==> src/rtl/mux_sel_stage.sv <==
// Registered, flow-controlled NSRC-to-1 word selector with valid/ready handshake.
// Define MUX_SEL_STAGE_SKID_EN for a two-entry skid stage with registered in_ready.
module mux_sel_stage #(
    parameter int unsigned WIDTH = 32,
    parameter int unsigned NSRC  = 4,
    localparam int unsigned SELW = $clog2(NSRC)
) (
    input  logic                    clk,
    input  logic                    rst,
    input  logic                    flush,
    input  logic                    in_valid,
    output logic                    in_ready,
    input  logic [NSRC*WIDTH-1:0]   I,
    input  logic [SELW-1:0]         s,
    output logic                    o_valid,
    input  logic                    o_ready,
    output logic [WIDTH-1:0]        o,
    output logic                    o_err
);

    logic [WIDTH-1:0] sel_data;
    logic             sel_err;
    logic             accept;

    // Out-of-range selects yield a zero word flagged as an error.
    always_comb begin
        sel_data = '0;
        sel_err  = 1'b1;
        for (int unsigned k = 0; k < NSRC; k++) begin
            if (32'(s) == k) begin
                sel_data = I[k*WIDTH +: WIDTH];
                sel_err  = 1'b0;
            end
        end
    end

    assign accept = in_valid && in_ready;

`ifdef MUX_SEL_STAGE_SKID_EN

    logic [WIDTH-1:0] sk_data;
    logic             sk_err;
    logic             sk_valid;

    // Depends only on state and rst, so o_ready never reaches the producer combinationally.
    assign in_ready = !rst && !sk_valid;

    always_ff @(posedge clk) begin
        if (rst) begin
            o        <= '0;
            o_err    <= 1'b0;
            o_valid  <= 1'b0;
            sk_data  <= '0;
            sk_err   <= 1'b0;
            sk_valid <= 1'b0;
        end else if (flush) begin
            o_valid  <= 1'b0;
            sk_valid <= 1'b0;
        end else if (!o_valid || o_ready) begin
            if (sk_valid) begin
                o        <= sk_data;
                o_err    <= sk_err;
                o_valid  <= 1'b1;
                sk_valid <= 1'b0;
            end else begin
                o_valid <= accept;
                if (accept) begin
                    o     <= sel_data;
                    o_err <= sel_err;
                end
            end
        end else if (accept) begin
            sk_data  <= sel_data;
            sk_err   <= sel_err;
            sk_valid <= 1'b1;
        end
    end

`else

    assign in_ready = !rst && (!o_valid || o_ready);

    always_ff @(posedge clk) begin
        if (rst) begin
            o       <= '0;
            o_err   <= 1'b0;
            o_valid <= 1'b0;
        end else if (flush) begin
            o_valid <= 1'b0;
        end else if (!o_valid || o_ready) begin
            o_valid <= accept;
            if (accept) begin
                o     <= sel_data;
                o_err <= sel_err;
            end
        end
    end

`endif

endmodule

==> config.mk <==
export PLATFORM = sky130hd
export DESIGN_NAME = mux_sel_stage
export DESIGN_NICKNAME = d
export VERILOG_FILES = /design/src/rtl/mux_sel_stage.sv
export SDC_FILE = /design/constraint.sdc
export NUM_CORES = 1
export LEC_CHECK = 0
export ABC_AREA = 1
export CORE_ASPECT_RATIO = 1.4
export CORE_MARGIN = 2
export CORE_UTILIZATION = 25
export CTS_BUF_LIST = sky130_fd_sc_hd__clkbuf_8
export DETAILED_ROUTE_END_ITERATION = 16
export GPL_ROUTABILITY_DRIVEN = 0
export PLACE_DENSITY_LB_ADDON = 0.15
export SYNTH_ARGS = -nofsm -noshare
export SYNTH_HDL_FRONTEND = slang
export SYNTH_SLANG_ARGS = --single-unit
==> constraint.sdc <==
create_clock -name clk -period 3.6 [get_ports clk]
set_clock_uncertainty 0.1 [all_clocks]
set_input_delay 0.72 -clock clk [delete_from_list [all_inputs] [get_ports clk]]
set_output_delay 0.72 -clock clk [all_outputs]
set_load 0.01 [all_outputs]
Word-level counts from Yosys, hierarchy flattened. Cells that the tools add are included.

Equality and inequality tests: 3. Muxes and demuxes: 8. Bitwise operators: 1. Reductions and logical operators: 8.

Operator list (number): two-way mux 32 bit (4); equality test 2 bit, second input constant (2); two-way mux 1 bit (4); AND reduction 3 bit (1); equality test 2 x 1 -> 1 bit, second input constant (1); logical AND 1 bit (2); zero test 1 bit (2); zero test 2 bit (1); OR reduction 2 bit (1); logical OR 1 bit (1); inverter 1 bit (1).

Register bits after elaboration: 34. Input port bits: 135. Output and inout port bits: 35. Word-level logic and storage cells: 23.

Logic depth before layout (Yosys ltp). Gate-level depths: netlist (run 1).

Depth in word-level cells: 5. Depth in mapped cells: 7. Depth with buffers taken out: 6.

Worst setup path after synthesis (run 1). No wires, ideal clock.

Kind: input to output. Start point: in rst. End point: out in_ready. Arrival: 1.093 ns. Data required time: 2.780 ns. Slack: 1.687 ns. Cell stages on the path: 2. Path buffers: 1. Path through: clkbuf_1 nor2_1.

Longest elaborated chain between the ends: 2.

Ends and longest elaborated chain: start: declaration (RTL line 9) `input logic rst,`; zero test 1 bit (RTL line 81) `assign in_ready = !rst && (!o_valid || o_ready);`; logical AND 1 bit (RTL line 81); end: declaration (RTL line 12) `output logic in_ready,`.

No other way between the ends.

Worst setup path after layout (run 1).
Start point: in o_ready. End point: out in_ready.

Longest elaborated chain between the ends: 2.

Ends and longest elaborated chain: start: declaration (RTL line 16) `input logic o_ready,`; logical OR 1 bit (RTL line 81); logical AND 1 bit (RTL line 81).

No other way between the ends.

==> results.py, run 1 <==
metrics = {
    "timing": {
        "tightest_slew_ns": 0.805,
        "setup_ws_ns": 0.757,
        "fmax_mhz": 352,
        "maxSlewViolCount": 0,
        "rsz0062_at_grt": "no",
        "timing.setup.tns_ns": 0,
        "hold_viol_final": 0,
        "slew_headroom": 0.462,
        "timing.final.crit_share": 0.790,
        "post-route-min-period_ns": 2.84,
        "worst_hold_slack_ns": 0.365,
        "setup_viol": 0,
    },
    "placed_design": {
        "placed_cell_area_um2": 3930,
        "place_ws_ns": 0.749,
        "portBuffers": 169,
        "placed_cells": 626,
        "place_hpwl_um": 6310,
    },
    "synth": {
        "ys_ff_latch": 34,
        "ys_types": 19,
        "synth_nets": 512,
        "synth_top_area_share": 0.303,
        "yosys_warnings": 0,
        "ys_seq_area_frac": 0.303,
        "syn_avg_cell_area_um2": 5.95,
        "synthCells": 377,
        "synth_largest_area_cell": "dfxtp_1",
        "syn_area_um2": 2240,
        "synth.area.top_cells": "dfxtp_1, nand2_1, nand3_1, a21oi_1, o21ai_0",
    },
    "route": {
        "num_vias": 2887,
        "firstDrtPassIters": 5,
        "drt_iter0_markers": 83,
        "drt_wl_total_um": 8450,
        "ant_nets": 0,
        "viasPerCell": 4.55,
        "drc": 0,
        "wl_per_cell_um": 13.3,
    },
    "floorplanning": {
        "die-area_um2": 9760,
        "core_um2": 8660,
        "num_io_pins": 170,
        "rows": 40,
        "die_w_um": 84.1,
        "start_util": 0.259,
        "die_h_um": 116,
    },
    "setup_path": {
        "critPathKind": "input pin to output pin",
        "start_kind": "input pin",
        "worstPathArrival_ns": 2.02,
        "worst-path-max-fanout": 2,
        "required_ns": 2.78,
        "endpoint_kind": "output pin",
    },
    "cts": {
        "numCtsBuffers": 5,
        "ctsHtreeMaxLevel": 2,
        "cts-resized-gates": 0,
        "cts_setup_buffers": 0,
        "cts_hold_buf": 0,
        "cts.sinks": 34,
        "clkTransAtPathRegs_ns": 0.07,
        "clock_latency_ns": 0.29,
        "cts-root-buf": "clkbuf_8",
        "cts_buffer_depth": 2,
        "cts_tree": "done",
    },
    "global_route": {
        "grt_pass1_vias": 2749,
        "grt_max_degree": 55,
        "grt_util_all_layers": 0.171,
        "grt_pass1_wl_um": 13100,
        "grt_overflow": 0,
        "antenna_found_initial": 0,
    },
    "layout": {
        "antenna_cells": 0,
        "finalNetCount": 663,
        "layout-drive-gt1-share": 0.0529,
        "area_growth_pct": 79.1,
        "fin_util": 0.464,
        "nFillCells": 913,
        "design_area_um2": 4020,
        "stdcell_count": 634,
    },
    "run_status": {
        "status": "finished clean",
    },
    "pwr": {
        "peakVddDrop_v": 0.000104,
        "p_total_mw": 1.02,
        "power_leakage_nw": 1.63,
        "pwr_density_cell_nw_per_um2": 253,
    },
    "flow_run": {
        "drv_cap": 0,
    },
    "hold_path": {
        "worstHoldPathType": "flip-flop to flip-flop",
    },
}
[state kept, by name, indices dropped and copies added, names as in the netlist]
register / cells
o_valid: 1
o: 32
o_err: 1
[cells by family (layout without fill, tap and decap cells)]
kind of cell	Yosys count	count (layout)	share of synthesized area
simple gates	231	231	0.450
compound gates	65	65	0.146
flops	34	34	0.303
buf+inv	47	199	0.100
[metal layers]
metal	share of wire	vias up	track usage
met5	0	-	0
met4	0.011	0	0.0527
met3	0.080	6	0.0506
met2	0.55	107	0.342
met1	0.36	1253	0.165
li1	-	1521	-
[worst paths after layout]
| kind | from | end | slack [ns] | cells past startpoint |
|---|---|---|---|---|
| setup / recovery | o_ready | in_ready | 0.76 | 6 |
| hold / removal | o[27] | o[27] | 0.36 | 2 |
| setup reg to reg | o_valid | o[20] | 1.99 | 4 |
| hold reg to reg | o[27] | o[27] | 0.36 | 2 |
[worst max-delay path: stages]
cell	delay (ns)
clkdlybuf4s50_1	0.45
inv_1	0.04
nand2_1	0.10
inv_1	0.07
nor2_1	0.10
clkdlybuf4s50_1	0.54
[layout by cell type (no fill, tap or decap), types with 2 or more instances in the layout]
| master | synthesis | layout |
|---|---|---|
| or2_2 | 10 | 10 |
| buf_4 | 5 | 3 |
| nand3_1 | 65 | 65 |
| o21ai_0 | 32 | 32 |
| a21oi_1 | 32 | 32 |
| or2_1 | 2 | 2 |
| clkdlybuf4s50_1 | 0 | 167 |
| nor2_4 | 2 | 2 |
| nand2_1 | 109 | 109 |
| nor2_1 | 41 | 41 |
| inv_1 | 17 | 18 |
| clkbuf_8 | 0 | 6 |
| dfxtp_1 | 34 | 34 |
| buf_2 | 16 | 2 |
[layout make-up]
type | count | area, um2 | share of cell area
Sequential cell | 34 | 681 | 0.169
Clock buffer | 6 | 82.6 | 0.0205
Timing Repair Buffer | 172 | 1700 | 0.424
Multi-Input combinational cell | 296 | 1340 | 0.333
Inverter | 19 | 73.8 | 0.0184
Tap cell | 105 | 131 | 0.0327
Clock inverter | 2 | 8.76 | 0.00218
[synth_stat cells]
master / number
nand3_1: 65
clkbuf_1: 6
nor2_4: 2
or2_1: 2
nand2_2: 1
a21oi_1: 32
buf_6: 1
buf_2: 16
nor2_1: 41
dfxtp_1: 34
o21ai_0: 32
o21a_1: 1
buf_4: 5
inv_2: 1
inv_4: 1
nand2_1: 109
inv_1: 17
or2_2: 10
nand3_4: 1
[where the power goes]
group          internal, mW  total [mW]  switching [mW]
combinational         0.196       0.324           0.128
sequential            0.392       0.399         0.00738
clock                 0.151       0.293           0.142
total                 0.739        1.02           0.278
Note: power is estimated with default switching activity, not from simulation.
==> run 2: changes to the inputs <==
==> constraint.sdc (replaced) <==
create_clock -name clk -period 2.95 [get_ports clk]
set_clock_uncertainty 0.1 [all_clocks]
set_input_delay 0.59 -clock clk [delete_from_list [all_inputs] [get_ports clk]]
set_output_delay 0.59 -clock clk [all_outputs]
set_load 0.01 [all_outputs]
==> run 2 against run 1 <==
First-iteration DRC count increased by 8.4%. Via count decreased by 0.76%. Hold slack improved by 0.00095 ns. Power increased by 22%. Combinational power increased by 22%. Critical endpoint unchanged. Largest cell class unchanged. Highest routed layer unchanged.
==> results.py, run 2 (synthesis results as in run 1) <==
metrics = {
    "setup_path": {
        "slowest_delay_ns": 0.55,
        "crit_path_cell_trace": "clkdlybuf4s50_1, inv_1, nand2_1, inv_1, nor2_1, clkdlybuf4s50_1",
        "ff2ff_path_depth": 4,
        "endpoint_kind": "output pin",
        "path_buf_inv": 4,
        "worstPathArrival_ns": 1.89,
        "critPathKind": "input pin to output pin",
        "crit_slowest_cell": "clkdlybuf4s50_1",
        "start_kind": "input pin",
        "cp_top_family": "buffers and inverters",
        "worst-path-max-fanout": 2,
        "cp.depth": 6,
        "required_ns": 2.26,
    },
    "layout": {
        "top_regs": "o x32, o_err x1, o_valid x1",
        "layout-drive-gt1-share": 0.0529,
        "regMostFlops": "o",
        "area_growth_pct": 79.1,
        "antenna_cells": 0,
        "largest_reg_flops": 32,
        "design_area_um2": 4020,
        "layout_common_cells": "clkdlybuf4s50_1, nand2_1, nand3_1",
        "layout_commonest_cell": "clkdlybuf4s50_1",
        "finalNetCount": 663,
    },
    "global_route": {
        "grt_pass1_vias": 2748,
        "grt_overflow": 0,
        "grt_util_all_layers": 0.168,
        "grt_max_degree": 55,
        "antenna_found_initial": 0,
        "grt_pass1_wl_um": 13100,
    },
    "floorplanning": {
        "rows": 40,
        "die-area_um2": 9760,
        "die_w_um": 84.1,
        "start_util": 0.259,
        "core_um2": 8660,
        "die_h_um": 116,
        "num_io_pins": 170,
    },
    "cts": {
        "numCtsBuffers": 5,
        "ctsHtreeMaxLevel": 2,
        "cts_hold_buf": 0,
        "clkTransAtPathRegs_ns": 0.07,
        "clock_latency_ns": 0.28,
        "cts-root-buf": "clkbuf_8",
        "cts.sinks": 34,
        "cts-resized-gates": 0,
        "cts_tree": "done",
        "cts_setup_buffers": 0,
        "cts_buffer_depth": 2,
    },
    "route": {
        "drt_wl_total_um": 8360,
        "ant_nets": 0,
        "drt_iter0_markers": 90,
        "viasPerCell": 4.52,
        "wl_per_cell_um": 13.2,
        "num_vias": 2865,
        "drc": 0,
        "firstDrtPassIters": 4,
    },
    "hold_path": {
        "worstHoldPathType": "flip-flop to flip-flop",
        "holdPathStages": 2,
    },
    "timing": {
        "hold_viol_final": 0,
        "timing.final.crit_share": 0.875,
        "worst_hold_slack_ns": 0.366,
        "tightest_slew_ns": 0.804,
        "maxSlewViolCount": 0,
        "post-route-min-period_ns": 2.58,
        "setup_viol": 0,
        "slew_headroom": 0.463,
        "timing.setup.tns_ns": 0,
        "fmax_mhz": 388,
        "rsz0062_at_grt": "no",
    },
    "placed_design": {
        "placed_cell_area_um2": 3930,
        "portBuffers": 169,
        "place_hpwl_um": 6300,
    },
    "flow_run": {
        "drv_cap": 0,
    },
    "pwr": {
        "pwr_density_cell_nw_per_um2": 308,
        "p_total_mw": 1.24,
        "power_leakage_nw": 1.63,
        "peakVddDrop_v": 0.000164,
    },
    "run_status": {
        "status": "finished clean",
    },
}
run 2: cell counts in the layout (fill, tap and decap cells not counted):
No cell type changed its count.
run 2: final timing paths:
kind         startpoint       end  slack [ns]
max reg2reg     o_valid      o[7]        1.34
min reg2reg       o_err     o_err        0.37
min               o_err     o_err        0.37
max             o_ready  in_ready        0.37
run 2: through the flow:
stage | setup slack (ns) | util | cells
finish | 0.370 | 0.464 | 634
global route | 0.278 | 0.464 | 634
CTS | 0.356 | 0.464 | 634
detailed placement | 0.290 | 0.454 | 626
global placement | 0.331 | 0.454 | 626
floorplan | 1.30 | - | 377
run 2: power breakdown:
group          switching [mW]  internal [mW]
combinational           0.156          0.239
sequential            0.00913          0.478
clock                   0.172          0.185
total                   0.337          0.902
run 2: metal layers:
| layer | up-vias | GRT usage | wire (um) |
|---|---|---|---|
| li1 | 1520 | - | - |
| met1 | 1227 | 0.169 | 3150 |
| met2 | 114 | 0.338 | 4510 |
| met3 | 4 | 0.0477 | 633 |
| met4 | 0 | 0.0419 | 66 |
| met5 | - | 0 | 0 |
run 2: area by class of cell:
type,count,area (um2)
clock buffer,6,82.6
clock inverter,2,8.76
fill,959,4640
inverter,19,73.8
multi-input combinational,296,1340
sequential,34,681
tap,105,131
timing repair buffer,172,1700
run 2: worst register-to-register path: stages, from the launching register on:
cell,delay (ns)
dfxtp_1,0.31
nand2_1,0.12
nand3_4,0.45
inv_2,0.41
a21oi_1,0.11
==> run 3: changes to the inputs <==
--- a/config.mk
+++ b/config.mk
@@ -12,7 +12,8 @@
 export CTS_BUF_LIST = sky130_fd_sc_hd__clkbuf_8
 export DETAILED_ROUTE_END_ITERATION = 16
 export GPL_ROUTABILITY_DRIVEN = 0
-export PLACE_DENSITY_LB_ADDON = 0.15
+export PLACE_DENSITY_LB_ADDON = 0.2
+export RECOVER_POWER = 100
 export SYNTH_ARGS = -nofsm -noshare
 export SYNTH_HDL_FRONTEND = slang
 export SYNTH_SLANG_ARGS = --single-unit
==> run 3 against run 2 <==
Fmax down 1.3%. First-iteration DRC count fell by 34%. Power increased by 3.0%. Sequential share of layout area hardly changed. Register-to-register slack improved by 0.02 ns. Core utilization increased by 0.13 points. Setup slack lost 0.034 ns. Hold slack got worse by 0.0050 ns. Cell area up 0.28%. Count of clock-buffer cells in the layout up 2. Wire length is 1.5% higher. Sequential cell count unchanged. Critical endpoint unchanged. Largest power group unchanged.
==> results.py, run 3 (synthesis results as in run 1) <==
metrics = {
    "pwr": {
        "power_leakage_nw": 1.74,
        "pwr-share-comb": 0.304,
        "p_clk_frac": 0.315,
        "intPower_uw": 945,
        "p_seq_frac": 0.381,
        "p_sw_frac": 0.260,
        "switchingPower_uw": 331,
        "peakVddDrop_v": 0.000160,
        "pwr_density_cell_nw_per_um2": 317,
    },
    "timing": {
        "tightest_slew_ns": 0.847,
        "timing.setup.tns_ns": 0,
        "timing.final.crit_share": 0.886,
        "rsz0062_at_grt": "no",
        "setup_viol": 0,
        "fmax_mhz": 382,
        "slew_headroom": 0.434,
        "post-route-min-period_ns": 2.61,
        "hold_viol_final": 0,
        "maxSlewViolCount": 0,
        "setup_ws_ns": 0.335,
    },
    "route": {
        "ant_nets": 0,
        "drt_iter0_markers": 59,
        "viasPerCell": 4.58,
        "drc": 0,
        "num_vias": 2905,
        "firstDrtPassIters": 4,
        "drt_wl_total_um": 8490,
        "wl_per_cell_um": 13.4,
    },
    "layout": {
        "finalNetCount": 663,
        "antenna_cells": 0,
        "largest_reg_flops": 32,
        "layout_common_cells": "clkdlybuf4s50_1, nand2_1, nand3_1",
        "top_regs": "o x32, o_err x1, o_valid x1",
        "layout_commonest_cell": "clkdlybuf4s50_1",
        "nFillCells": 939,
        "area_growth_pct": 79.6,
        "layout-drive-gt1-share": 0.0529,
        "regMostFlops": "o",
    },
    "hold_path": {
        "holdPathStages": 2,
        "worstHoldPathType": "flip-flop to flip-flop",
        "min_from": "o[25]",
        "min_to": "o[25]",
    },
    "setup_path": {
        "regToRegSetupSlack_ns": 1.36,
        "worstPathArrival_ns": 1.92,
        "endpoint_kind": "output pin",
        "start_kind": "input pin",
        "ff2ff_path_depth": 4,
        "required_ns": 2.26,
        "worst-path-max-fanout": 2,
        "timing.rr.start": "o_valid",
        "critPathKind": "input pin to output pin",
        "reg2reg_to": "o[7]",
    },
    "global_route": {
        "antenna_found_initial": 0,
        "grt_pass1_vias": 2873,
        "grt_overflow": 0,
        "grt_max_degree": 55,
        "grt_pass1_wl_um": 13200,
        "grt_util_all_layers": 0.168,
    },
    "run_status": {
        "status": "finished clean",
    },
    "cts": {
        "cts.sinks": 34,
        "cts_hold_buf": 0,
        "cts_tree": "done",
        "numCtsBuffers": 5,
        "clkTransAtPathRegs_ns": 0.07,
        "clock_latency_ns": 0.28,
        "ctsHtreeMaxLevel": 2,
        "cts-resized-gates": 0,
        "cts_setup_buffers": 0,
        "cts_buffer_depth": 2,
        "cts-root-buf": "clkbuf_8",
    },
    "floorplanning": {
        "core_um2": 8660,
        "die_w_um": 84.1,
        "start_util": 0.259,
        "rows": 40,
        "die-area_um2": 9760,
        "num_io_pins": 170,
        "die_h_um": 116,
    },
    "flow_run": {
        "drv_cap": 0,
    },
    "placed_design": {
        "place_hpwl_um": 6430,
        "place_ws_ns": 0.316,
        "portBuffers": 169,
    },
}
run 3: cell count changes in the layout (fill, tap and decap cells not counted), sizes merged:
cell,before,now
clkdlybuf4s50,167,131
dlygate4sd3,0,36
clkbuf,6,8
clkinv,1,0
inv,20,19
run 3: worst max path at each step:
stage / from / end / slack, ns / cells after the start
6_report: o_ready / in_ready / 0.34 / 6
5_1_grt: rst / o[7] / 0.23 / 6
4_1_cts: o_ready / in_ready / 0.38 / 6
3_5_place_dp: rst / o[7] / 0.32 / 6
3_3_place_gp: rst / o[7] / 0.36 / 6
2_1_floorplan: rst / in_ready / 1.30 / 2
run 3: per-stage QoR:
step	power, mW	utilization	cells	instance area (um2)	hold slack, ns
finish	1.28	0.465	634	4030	0.361
global route	1.35	0.465	634	4030	0.383
CTS	1.31	0.466	634	4040	0.367
detailed placement	0.898	0.454	626	3930	0.356
global placement	0.894	0.454	626	3930	0.345
floorplan	0.653	-	377	2240	0.377
run 3: worst max-delay path: stages:
cell             delay [ns]
clkdlybuf4s50_1        0.45
inv_1                  0.04
nand2_1                0.10
inv_1                  0.07
nor2_1                 0.07
dlygate4sd3_1          0.61
run 3: cell type report:
cell class	count	area, um2	area share
repair buffers	172	1700	0.423
multi-input cells	296	1330	0.330
flip-flops and latches	34	681	0.169
well taps	105	131	0.0326
clock buffers	8	110	0.0273
inverters	19	73.8	0.0183
run 3: per-layer routing:
layer,share of wire,global-route usage,vias up
met1,0.38,0.167,1259
met2,0.54,0.338,112
met3,0.065,0.0399,12
met4,0.019,0.0570,0
met5,0,0,-
li1,-,-,1522
run 3: power by group through the flow:
stage / clock (mW) / sequential [mW] / combinational (mW)
global route: 0.437 / 0.489 / 0.428
floorplan: 0 / 0.506 / 0.147
global placement: 0 / 0.497 / 0.397
CTS: 0.420 / 0.488 / 0.401
finish: 0.402 / 0.487 / 0.388
detailed placement: 0 / 0.498 / 0.400
